`config.mk`:
```
export PLATFORM = sky130hd
export DESIGN_NAME = spi_to_uart_bridge
export DESIGN_NICKNAME = d
export VERILOG_FILES = /design/src/rtl/spi_uart_pkg.sv /design/src/rtl/spi_to_uart_bridge_byte_fifo.sv /design/src/rtl/spi_to_uart_bridge.sv
export SDC_FILE = /design/constraint.sdc
export NUM_CORES = 1
export LEC_CHECK = 0
export ABC_AREA = 0
export CELL_PAD_IN_SITES_DETAIL_PLACEMENT = 0
export CELL_PAD_IN_SITES_GLOBAL_PLACEMENT = 1
export CORE_UTILIZATION = 40
export CTS_CLUSTER_DIAMETER = 100
export DETAILED_ROUTE_END_ITERATION = 10
export PLACE_DENSITY = 0.76
export SETUP_SLACK_MARGIN = 0.2
export SLEW_MARGIN = 0
export SYNTH_ARGS = -nofsm -noshare
export SYNTH_HDL_FRONTEND = slang
export SYNTH_HIERARCHICAL = 1
export SYNTH_SLANG_ARGS = --single-unit
```
`constraint.sdc`:
```
create_clock -name clk -period 2.45 [get_ports clk]
set_input_delay 0.735 -clock clk [delete_from_list [all_inputs] [get_ports clk]]
set_output_delay 0.735 -clock clk [all_outputs]
set_load 0.03 [all_outputs]
```
`src/rtl/spi_uart_pkg.sv`:
```
// Shared types and constants for the SPI-to-UART bridge.
// Optional build macro used by the top: SPI_UART_LOOPBACK_EN.
package spi_uart_pkg;

  localparam int BYTE_W = 8;
  localparam logic [BYTE_W-1:0] REPLY_RST = 8'h00;

  typedef enum logic [1:0] {
    IDLE,
    START,
    WAIT_BUSY,
    WAIT_DONE
  } tx_state_t;

endpackage

```
`src/rtl/spi_to_uart_bridge_byte_fifo.sv`:
```
// byte_fifo: small synchronous FIFO of bytes between SPI capture and UART transmit.
// A push while full is accepted only when a pop happens in the same cycle.
module byte_fifo
  import spi_uart_pkg::*;
#(
  parameter int DEPTH = 4
) (
  input  logic                     clk,
  input  logic                     rst,
  input  logic                     i_push,
  input  logic [BYTE_W-1:0]        i_data,
  input  logic                     i_pop,
  output logic [BYTE_W-1:0]        o_data,
  output logic                     o_full,
  output logic                     o_empty,
  output logic [$clog2(DEPTH):0]   o_count
);

  localparam int AW = $clog2(DEPTH);

  logic [BYTE_W-1:0] r_mem [DEPTH];
  logic [AW-1:0]     r_wr_ptr;
  logic [AW-1:0]     r_rd_ptr;
  logic [AW:0]       r_count;
  logic              w_do_push;
  logic              w_do_pop;

  assign o_full    = (r_count == (AW+1)'(DEPTH));
  assign o_empty   = (r_count == '0);
  assign o_count   = r_count;
  assign o_data    = r_mem[r_rd_ptr];
  assign w_do_pop  = i_pop && !o_empty;
  assign w_do_push = i_push && (!o_full || w_do_pop);

  // Storage write; contents are only meaningful between the pointers.
  // NOTE: the data array has no reset -- occupancy is tracked by the pointers and
  // count, so clearing it would only add reset fan-out and block RAM inference.
  // NOTE: sequential state is always assigned with <= so every flop samples
  // pre-edge values regardless of statement order.
  always_ff @(posedge clk) begin
    if (w_do_push) r_mem[r_wr_ptr] <= i_data;
  end

  // Pointer and occupancy bookkeeping; pointers wrap naturally (power-of-two depth).
  always_ff @(posedge clk) begin
    if (!rst) begin
      r_wr_ptr <= '0;
      r_rd_ptr <= '0;
      r_count  <= '0;
    end else begin
      if (w_do_push) r_wr_ptr <= r_wr_ptr + 1'b1;
      if (w_do_pop)  r_rd_ptr <= r_rd_ptr + 1'b1;
      case ({w_do_push, w_do_pop})
        2'b10:   r_count <= r_count + 1'b1;
        2'b01:   r_count <= r_count - 1'b1;
        default: r_count <= r_count;
      endcase
    end
  end

endmodule

```
`src/rtl/spi_to_uart_bridge.sv`:
```
// spi_to_uart_bridge: SPI mode-0 slave whose received bytes are queued and handed
// to uart_tx via start/busy; MISO returns the most recent reply byte.
// Build macro SPI_UART_LOOPBACK_EN: reply register echoes completed SPI bytes
// instead of capturing uart_rx data. SYNC_STAGES must be at least 2.
module spi_to_uart_bridge
  import spi_uart_pkg::*;
#(
  parameter int FIFO_DEPTH  = 4,
  parameter int SYNC_STAGES = 2
) (
  input  logic                          clk,
  input  logic                          rst,
  input  logic                          sclk,
  input  logic                          mosi,
  input  logic                          cs,
  output logic                          miso,
  input  logic                          uart_done,
  input  logic [BYTE_W-1:0]             uart_data,
  output logic                          tx_start,
  output logic [BYTE_W-1:0]             tx_data,
  input  logic                          tx_busy,
  output logic [$clog2(FIFO_DEPTH):0]   fifo_count,
  output logic                          overflow
);

  logic [SYNC_STAGES-1:0] r_sclk_sync, r_mosi_sync, r_cs_sync;
  logic                   r_sclk_d, r_cs_d;
  logic                   w_sclk_s, w_mosi_s, w_cs_s;
  logic                   w_sclk_rise, w_sclk_fall, w_cs_rise, w_cs_fall;

  logic [BYTE_W-1:0]      r_rx_shift, r_tx_shift, r_reply, r_tx_data;
  logic [2:0]             r_bit_cnt;
  logic                   r_byte_valid, r_overflow;

  tx_state_t              r_state, w_state_next;
  logic                   w_pop, w_tx_start;
  logic [BYTE_W-1:0]      w_fifo_head;
  logic                   w_fifo_full, w_fifo_empty;

  // Synchronise the SPI pins and keep one extra copy for edge detection.
  always_ff @(posedge clk) begin
    if (!rst) begin
      r_sclk_sync <= '0;
      r_mosi_sync <= '0;
      r_cs_sync   <= '1;
      r_sclk_d    <= 1'b0;
      r_cs_d      <= 1'b1;
    end else begin
      r_sclk_sync <= {r_sclk_sync[SYNC_STAGES-2:0], sclk};
      r_mosi_sync <= {r_mosi_sync[SYNC_STAGES-2:0], mosi};
      r_cs_sync   <= {r_cs_sync[SYNC_STAGES-2:0], cs};
      r_sclk_d    <= w_sclk_s;
      r_cs_d      <= w_cs_s;
    end
  end

  assign w_sclk_s    = r_sclk_sync[SYNC_STAGES-1];
  assign w_mosi_s    = r_mosi_sync[SYNC_STAGES-1];
  assign w_cs_s      = r_cs_sync[SYNC_STAGES-1];
  assign w_sclk_rise = w_sclk_s && !r_sclk_d;
  assign w_sclk_fall = !w_sclk_s && r_sclk_d;
  assign w_cs_rise   = w_cs_s && !r_cs_d;
  assign w_cs_fall   = !w_cs_s && r_cs_d;

  // MOSI capture: shift on each sclk rise, flag a complete byte on the 8th.
  always_ff @(posedge clk) begin
    if (!rst) begin
      r_rx_shift   <= '0;
      r_bit_cnt    <= '0;
      r_byte_valid <= 1'b0;
    end else begin
      r_byte_valid <= 1'b0;
      if (w_cs_rise) begin
        r_bit_cnt <= '0;
      end else if (!w_cs_s && w_sclk_rise) begin
        r_rx_shift <= {r_rx_shift[BYTE_W-2:0], w_mosi_s};
        r_bit_cnt  <= r_bit_cnt + 1'b1;
        if (r_bit_cnt == 3'd7) r_byte_valid <= 1'b1;
      end
    end
  end

`ifdef SPI_UART_LOOPBACK_EN
  // Reply register echoes each completed SPI byte back to the master.
  always_ff @(posedge clk) begin
    if (!rst)              r_reply <= REPLY_RST;
    else if (r_byte_valid) r_reply <= r_rx_shift;
  end
`else
  // Reply register tracks the most recent byte received by uart_rx.
  always_ff @(posedge clk) begin
    if (!rst)           r_reply <= REPLY_RST;
    else if (uart_done) r_reply <= uart_data;
  end
`endif

  // MISO shifter: reload at cs fall and after each full byte, else shift on sclk fall.
  always_ff @(posedge clk) begin
    if (!rst) begin
      r_tx_shift <= REPLY_RST;
    end else if (w_cs_fall) begin
      r_tx_shift <= r_reply;
    end else if (!w_cs_s && w_sclk_fall) begin
      if (r_bit_cnt == 3'd0) r_tx_shift <= r_reply;
      else                   r_tx_shift <= {r_tx_shift[BYTE_W-2:0], 1'b0};
    end
  end

  assign miso = !w_cs_s && r_tx_shift[BYTE_W-1];

  byte_fifo #(.DEPTH(FIFO_DEPTH)) u_fifo (
    .clk     (clk),
    .rst     (rst),
    .i_push  (r_byte_valid),
    .i_data  (r_rx_shift),
    .i_pop   (w_pop),
    .o_data  (w_fifo_head),
    .o_full  (w_fifo_full),
    .o_empty (w_fifo_empty),
    .o_count (fifo_count)
  );

  // Sticky overflow: a completed byte arrived with no room and no simultaneous pop.
  always_ff @(posedge clk) begin
    if (!rst)                                          r_overflow <= 1'b0;
    else if (r_byte_valid && w_fifo_full && !w_pop)    r_overflow <= 1'b1;
  end

  assign overflow = r_overflow;

  // TX FSM state register.
  always_ff @(posedge clk) begin
    if (!rst) r_state <= IDLE;
    else      r_state <= w_state_next;
  end

  // TX FSM next state and handshake outputs.
  // NOTE: every output of this block gets a default before the case, otherwise
  // paths that skip an assignment would infer latches.
  always_comb begin
    w_state_next = r_state;
    w_pop        = 1'b0;
    w_tx_start   = 1'b0;
    case (r_state)
      IDLE:      if (!w_fifo_empty && !tx_busy) w_state_next = START;
      START: begin
        w_tx_start   = 1'b1;
        w_pop        = 1'b1;
        w_state_next = WAIT_BUSY;
      end
      WAIT_BUSY: if (tx_busy)  w_state_next = WAIT_DONE;
      WAIT_DONE: if (!tx_busy) w_state_next = IDLE;
      default:   w_state_next = IDLE;
    endcase
  end

  // tx_data latches the FIFO head on entry to START and holds for the whole frame.
  always_ff @(posedge clk) begin
    if (!rst)                                          r_tx_data <= '0;
    else if (r_state == IDLE && w_state_next == START) r_tx_data <= w_fifo_head;
  end

  assign tx_start = w_tx_start;
  assign tx_data  = r_tx_data;

endmodule

```
==> run metrics, run 1 <==
area taken by flip-flops and latches=2080 um^2; placement row count=33; Critical Path, Cell by Cell=clkdlybuf4s50_1; number of buffers between clock root and the deepest sink=2; global-route wire length before repair=9780 um; Initial Utilization=42.2%; peak ir drop on the vdd network=0.350 mV; worst-case hold slack=0.413 ns; Critical Path End Type=output pin; highest clock frequency the design can meet=473 MHz; biggest area contributors in the synthesized netlist=dfxtp_1 32%, edfxtp_1 27%, mux2i_1 9.6%; post-synthesis cell area=3540 um^2; Layout area overhead=16.2%; vias in the first global route=2053; non-filler instance count after layout=416; layout cells sized above 1=11.9%; crit share post-route=86.3%; critical-path cell with the highest stage delay=clkdlybuf4s50_1; number of CTS-inserted buffers=9; wire length after detailed routing=5580 um; clock slew seen by the registers of the worst setup and hold paths=0.10 ns; RSZ-0062 raised after global routing=false; final weighted congestion in routability-driven placement=0.744; antenna violations before repair=0; outcome=completed; number of DRC markers in iteration 0=102; worst setup path endpoint=tx_data[4]; count of inserted antenna diode cells=0; vertical die dimension=96.1 um; Final ANT Viol Nets=0; total of flip-flops plus latches after synthesis=88; largest area contributor in the netlist=dfxtp_1; Vias=2034; commonest non-fill, non-tap cells in the layout=56 x dfxtp_1, 34 x mux2i_1, 32 x edfxtp_1; EDFF count, synth=32; multi-input combinational cell area=1330 um^2; net count reported at finish=329; share of the synthesized netlist area taken by xor and xnor gates=1.24%; area share of the leading cell type in the synthesized netlist=31.7%; maximum level of the CTS H-tree=3; utilization of the core after routing=49.1%; number of primary I/O pins=29; critical path's largest stage delay=0.67 ns; Buffers & Inverters on Critical Path=1; sequential area share after synthesis=58.8%; fraction of registers with async set/reset=0%; data arrival at the endpoint of the critical path=1.38 ns; compound-gate portion of the synthesized area=6.79%; clock tree from TritonCTS=yes; min-delay worst type=flop to flop; startpoint of the worst register-to-register path=r_state[0]; Syn. warnings=6; cell chosen for the clock root=clkbuf_8; Buffers on Ports=28; leading cell type in the layout, fill and taps excluded=dfxtp_1; worst skew pair latency=0.35 ns; via/cell ratio=4.89; final standard cell area without fillers=4110 um^2; Power Density=646 nW/um^2; number of placed instances, taps included=400; total grt overflow=0; final critical-path setup slack=0.335 ns; Synth Instances=277; DIE AREA=9230 um^2; Placed Area=3910 um^2; post-detail-place hpwl=3830 um; horizontal die dimension=96.1 um; number of optimization iterations in the first detailed-route pass=4; dpl ws=0.364 ns; post-synthesis share of cell area spent on full adders, half adders and majority gates=3.04%; Slew Viols, Final=0; min Tclk post-route=2.12 ns; start point of the critical path=tx_data[4]; reg2reg end=u_fifo/o_count[2]; all-layer global routing usage=14.3%; startpoint type of the worst setup path=flop; final-layout setup total negative slack=0 ns; total core area=8380 um^2; clock sink count=88; synthesized area per cell=12.8 um^2; Max Fanout on Critical Path=2; static leakage=1.49 nW; Total Power Consumption=2.66 mW; r2r worst-path depth=8; DRC viols=0; postcts setup bufs=0; largest net degree at the start of global routing=23; Worst Path Required=1.71 ns; worst max-slew margin expressed relative to the limit=50.5%; number of nets in the synthesized netlist=300; start-to-end type of the worst setup path=flop to output pin; number of logic stages on the critical path including buffering=1; final hold viol count=0; final count of negative-setup-slack endpoints=0; total of fill cells in the finished design=768; cell family with the largest share of critical-path delay=buffers and inverters; Tightest Pin Transition=0.742 ns; final setup skew=0.0102 ns; largest family of logic cells by synthesized area=multiplexers; mux cell area share after synthesis=14.7%; number of distinct standard cells referenced by the synthesized netlist=41; DR WL/cell=13.4 um; Post-synth top flop=dfxtp_1; max-capacitance violation count=0; setup slack of the worst register-to-register path=0.44 ns; post-synthesis share of cell area spent on and, or, nand and nor gates=11.6%
-- worst reg2reg max path: cells and delay by family (launching register included) --
kind	cells	cell delay (ns)
compound gates	3	0.44
fa+ha+maj	1	0.39
buf+inv	1	0.19
flops	1	0.39
simple gates	3	0.54
-- sequential cells by signal (all words and copies together) (netlist names), named ones only --
name / cells
r_tx_shift: 8
u_fifo/o_count: 3
r_bit_cnt: 3
overflow: 1
r_sclk_d: 1
r_sclk_sync: 2
r_cs_sync: 2
u_fifo/r_wr_ptr: 2
r_mosi_sync: 2
r_state: 2
u_fifo/r_rd_ptr: 2
r_cs_d: 1
r_reply: 8
r_byte_valid: 1
tx_data: 8
u_fifo/r_mem: 32
r_rx_shift: 8
-- logic make-up after synthesis --
logic type	count (synthesis)
DFF	88
AOI/OAI and AO/OA	35
muxes	42
and+or+nand+nor	71
buffers and inverters	28
adders and majority gates	8
xor gates and xnor gates	5
-- report_power, final --
group          switching [mW]  total, mW  internal, mW
logic                  0.0353     0.0825        0.0473
clock network           0.547       1.04         0.494
registers              0.0105       1.53          1.52
-- synth_stat cells (6+ instances only) --
cell type	instances
nor2_1	10
edfxtp_1	32
mux4_2	8
a21oi_1	11
nand2_1	7
mux2i_1	34
ha_1	7
inv_1	14
nand2b_1	6
dfxtp_1	56
nor2b_1	27
and2_1	10
o21ai_0	10
-- what timing repair did --
item                       4_1_cts  5_1_grt
gates resized for setup          5        0
hold buffers                     0        0
setup endpoints to repair        5        0
-- worst min path at each step --
stage               slack [ns]           end  cells after the start         start
floorplan                 0.39  r_cs_sync[1]                      1  r_cs_sync[0]
global placement          0.39  r_cs_sync[1]                      1  r_cs_sync[0]
detailed placement        0.39  r_cs_sync[1]                      1  r_cs_sync[0]
CTS                       0.42  r_cs_sync[1]                      1  r_cs_sync[0]
global route              0.43  r_cs_sync[1]                      1  r_cs_sync[0]
finish                    0.41  r_cs_sync[1]                      1  r_cs_sync[0]
-- layout make-up --
class / instances / share of cell area, %
clock inverters: 7 / 2.10
flip-flops and latches: 88 / 50.6
inverters: 14 / 1.28
repair buffers: 32 / 7.39
clock buffers: 9 / 3.01
multi-input cells: 161 / 32.4
well taps: 105 / 3.19
-- layer usage --
layer / routed length [um] / up-vias / track usage [%]
met2: 2700 / 28 / 23.3
met3: 160 / 6 / 4.03
met4: 85 / 0 / 5.60
met1: 2630 / 979 / 17.9
li1: - / 1021 / -
met5: 0 / - / 0
(Power assumes the default switching activity.)
==> run 2: changes to the inputs <==
ABC_CLOCK_PERIOD_IN_PS = 2450   (was default)
==> results of run 2 <==
Final layout, timing and power as in run 1 (identical DEF).
==> RTL edit: new RTL, config.mk and constraints of run 2 <==
Re-encode `tx_state_t` (4 states) as one-hot, 4 bits wide.
--- a/src/rtl/spi_uart_pkg.sv
+++ b/src/rtl/spi_uart_pkg.sv
@@ -7,7 +7,7 @@
 
-  typedef enum logic [1:0] {
-    IDLE,
-    START,
-    WAIT_BUSY,
-    WAIT_DONE
+  typedef enum logic [3:0] {
+    IDLE      = 4'b0001,
+    START     = 4'b0010,
+    WAIT_BUSY = 4'b0100,
+    WAIT_DONE = 4'b1000
   } tx_state_t;
Behaviour: same outputs for any inputs over 10 cycles, from zero or initial values and one cycle with rst low; not proved beyond that.
==> RTL edit against run 2 <==
Area after synthesis increased by 1.6%. Fmax decreased by 0.58%. Routed wire length increased by 3.8%. Clock power decreased by 12%. Clock skew decreased by 0.00071 ns. Worst setup slack got worse by 0.012 ns. Cell area increased by 1.2%. Sequential cell count increased by 2. Hold slack improved by 0.0047 ns. Power decreased by 3.8%. Largest cell class unchanged. Highest routed layer unchanged.
==> RTL edit: results <==
export IMPL_synth_top_cells_by_area="dfxtp_1 (32%), edfxtp_1 (27%), mux2i_1 (9.5%), mux4_2 (5.0%), nor2_1 (3.9%)"
export IMPL_drt_iter0_drc=95
export IMPL_drive_gt1_share_pct=12.62
export IMPL_pre_cts_ws_ns=0.3480
export IMPL_r2r_start="r_state[2]"
export IMPL_yosys_top_cells_count="dfxtp_1 (58), nor2_1 (37), mux2i_1 (34), edfxtp_1 (32), inv_1 (13)"
export IMPL_leakage_nw=1.577
export IMPL_grt_usage_pct=13.24
export IMPL_critPathArrivalTime_ns=1.39
export IMPL_worstHoldPathType="flip-flop to flip-flop"
export IMPL_drt_total_wl_mm=5.791
export IMPL_rr_worst_depth=6
export IMPL_p_int_mw=1.996
export IMPL_fin_skew_ns=0.009466
export IMPL_grt_pass1_wl_mm=9.873
export IMPL_n_fill_cell=775
export IMPL_grt_max_degree=24
export IMPL_crit_end="tx_start"
export IMPL_critPathMaxFanout=11
export IMPL_ys_seq_area_share_pct=59.05
export IMPL_worst_pin_slew_ns=0.7555
export IMPL_yosysWarnings=6
export IMPL_gp_congestion=0.7669
export IMPL_insertion_delay_ns=0.35
export IMPL_synthesis_nets=313
export IMPL_worst_r2r_setup_slack_ns=0.47
export IMPL_clk_pin_slew_ns=0.08
export IMPL_vias=2132
export IMPL_synth_cell_type_count=46
export IMPL_fin_crit_ns=2.128
export IMPL_clk_path_buf_depth=2
export IMPL_grt_pass1_vias=2030
export IMPL_r2r_end="u_fifo/r_mem[3][5]"
export IMPL_run_status="completed"
export IMPL_nets=343
export IMPL_hpwl_mm=3.876
export IMPL_cts_resized=4
export IMPL_ir_worst_vdd_uv=296.4
## RTL edit: cell type report
class	instances	share of cell area (%)
Clock buffer	11	3.396
Timing Repair Buffer	33	7.574
Multi-Input combinational cell	172	32.61
Sequential cell	90	51.01
Inverter	14	1.262
Clock inverter	5	0.9017
Tap cell	108	3.246
## RTL edit: cells by family (layout without fill, tap and decap cells)
group | count (synthesis) | in the layout | synth area share, %
compound gates | 36 | 36 | 7.068
xor+xnor | 6 | 6 | 1.463
fa+ha+maj | 8 | 8 | 2.994
buf+inv | 28 | 63 | 3.691
flops | 90 | 90 | 59.05
mux | 42 | 42 | 14.48
simple gates | 80 | 80 | 11.25
## RTL edit: through the flow
step	util [%]	instances	cell area, um2	hold WS [ns]
2_1_floorplan	-	290	3618	0.3863
5_1_grt	47.73	433	4163	0.4350
3_5_place_dp	45.67	417	3983	0.4034
3_3_place_gp	45.67	417	3983	0.3899
6_report	47.73	433	4163	0.4175
4_1_cts	47.72	433	4161	0.4244
## RTL edit: routing by layer
metal / routed length (um) / track usage, % / up-vias
met5: 0 / 0 / -
met1: 2908 / 18.12 / 1022
li1: - / - / 1074
met2: 2675 / 20.37 / 31
met3: 152 / 2.890 / 5
met4: 55 / 5.511 / 0
## RTL edit: power by group through the flow
stage | Sequential, mW | Combinational (mW) | Clock [mW]
finish | 1.56 | 0.0798 | 0.912
global route | 1.57 | 0.0880 | 1.02
CTS | 1.56 | 0.0812 | 0.947
detailed placement | 1.60 | 0.0812 | 0
global placement | 1.60 | 0.0794 | 0
floorplan | 1.60 | 0.0471 | 0
## RTL edit: critical path: stages, from the launching register on
cell	delay, ns
dfxtp_1	0.36
nand2b_4	0.17
nor3_4	0.18
buf_6	0.17
buf_4	0.16
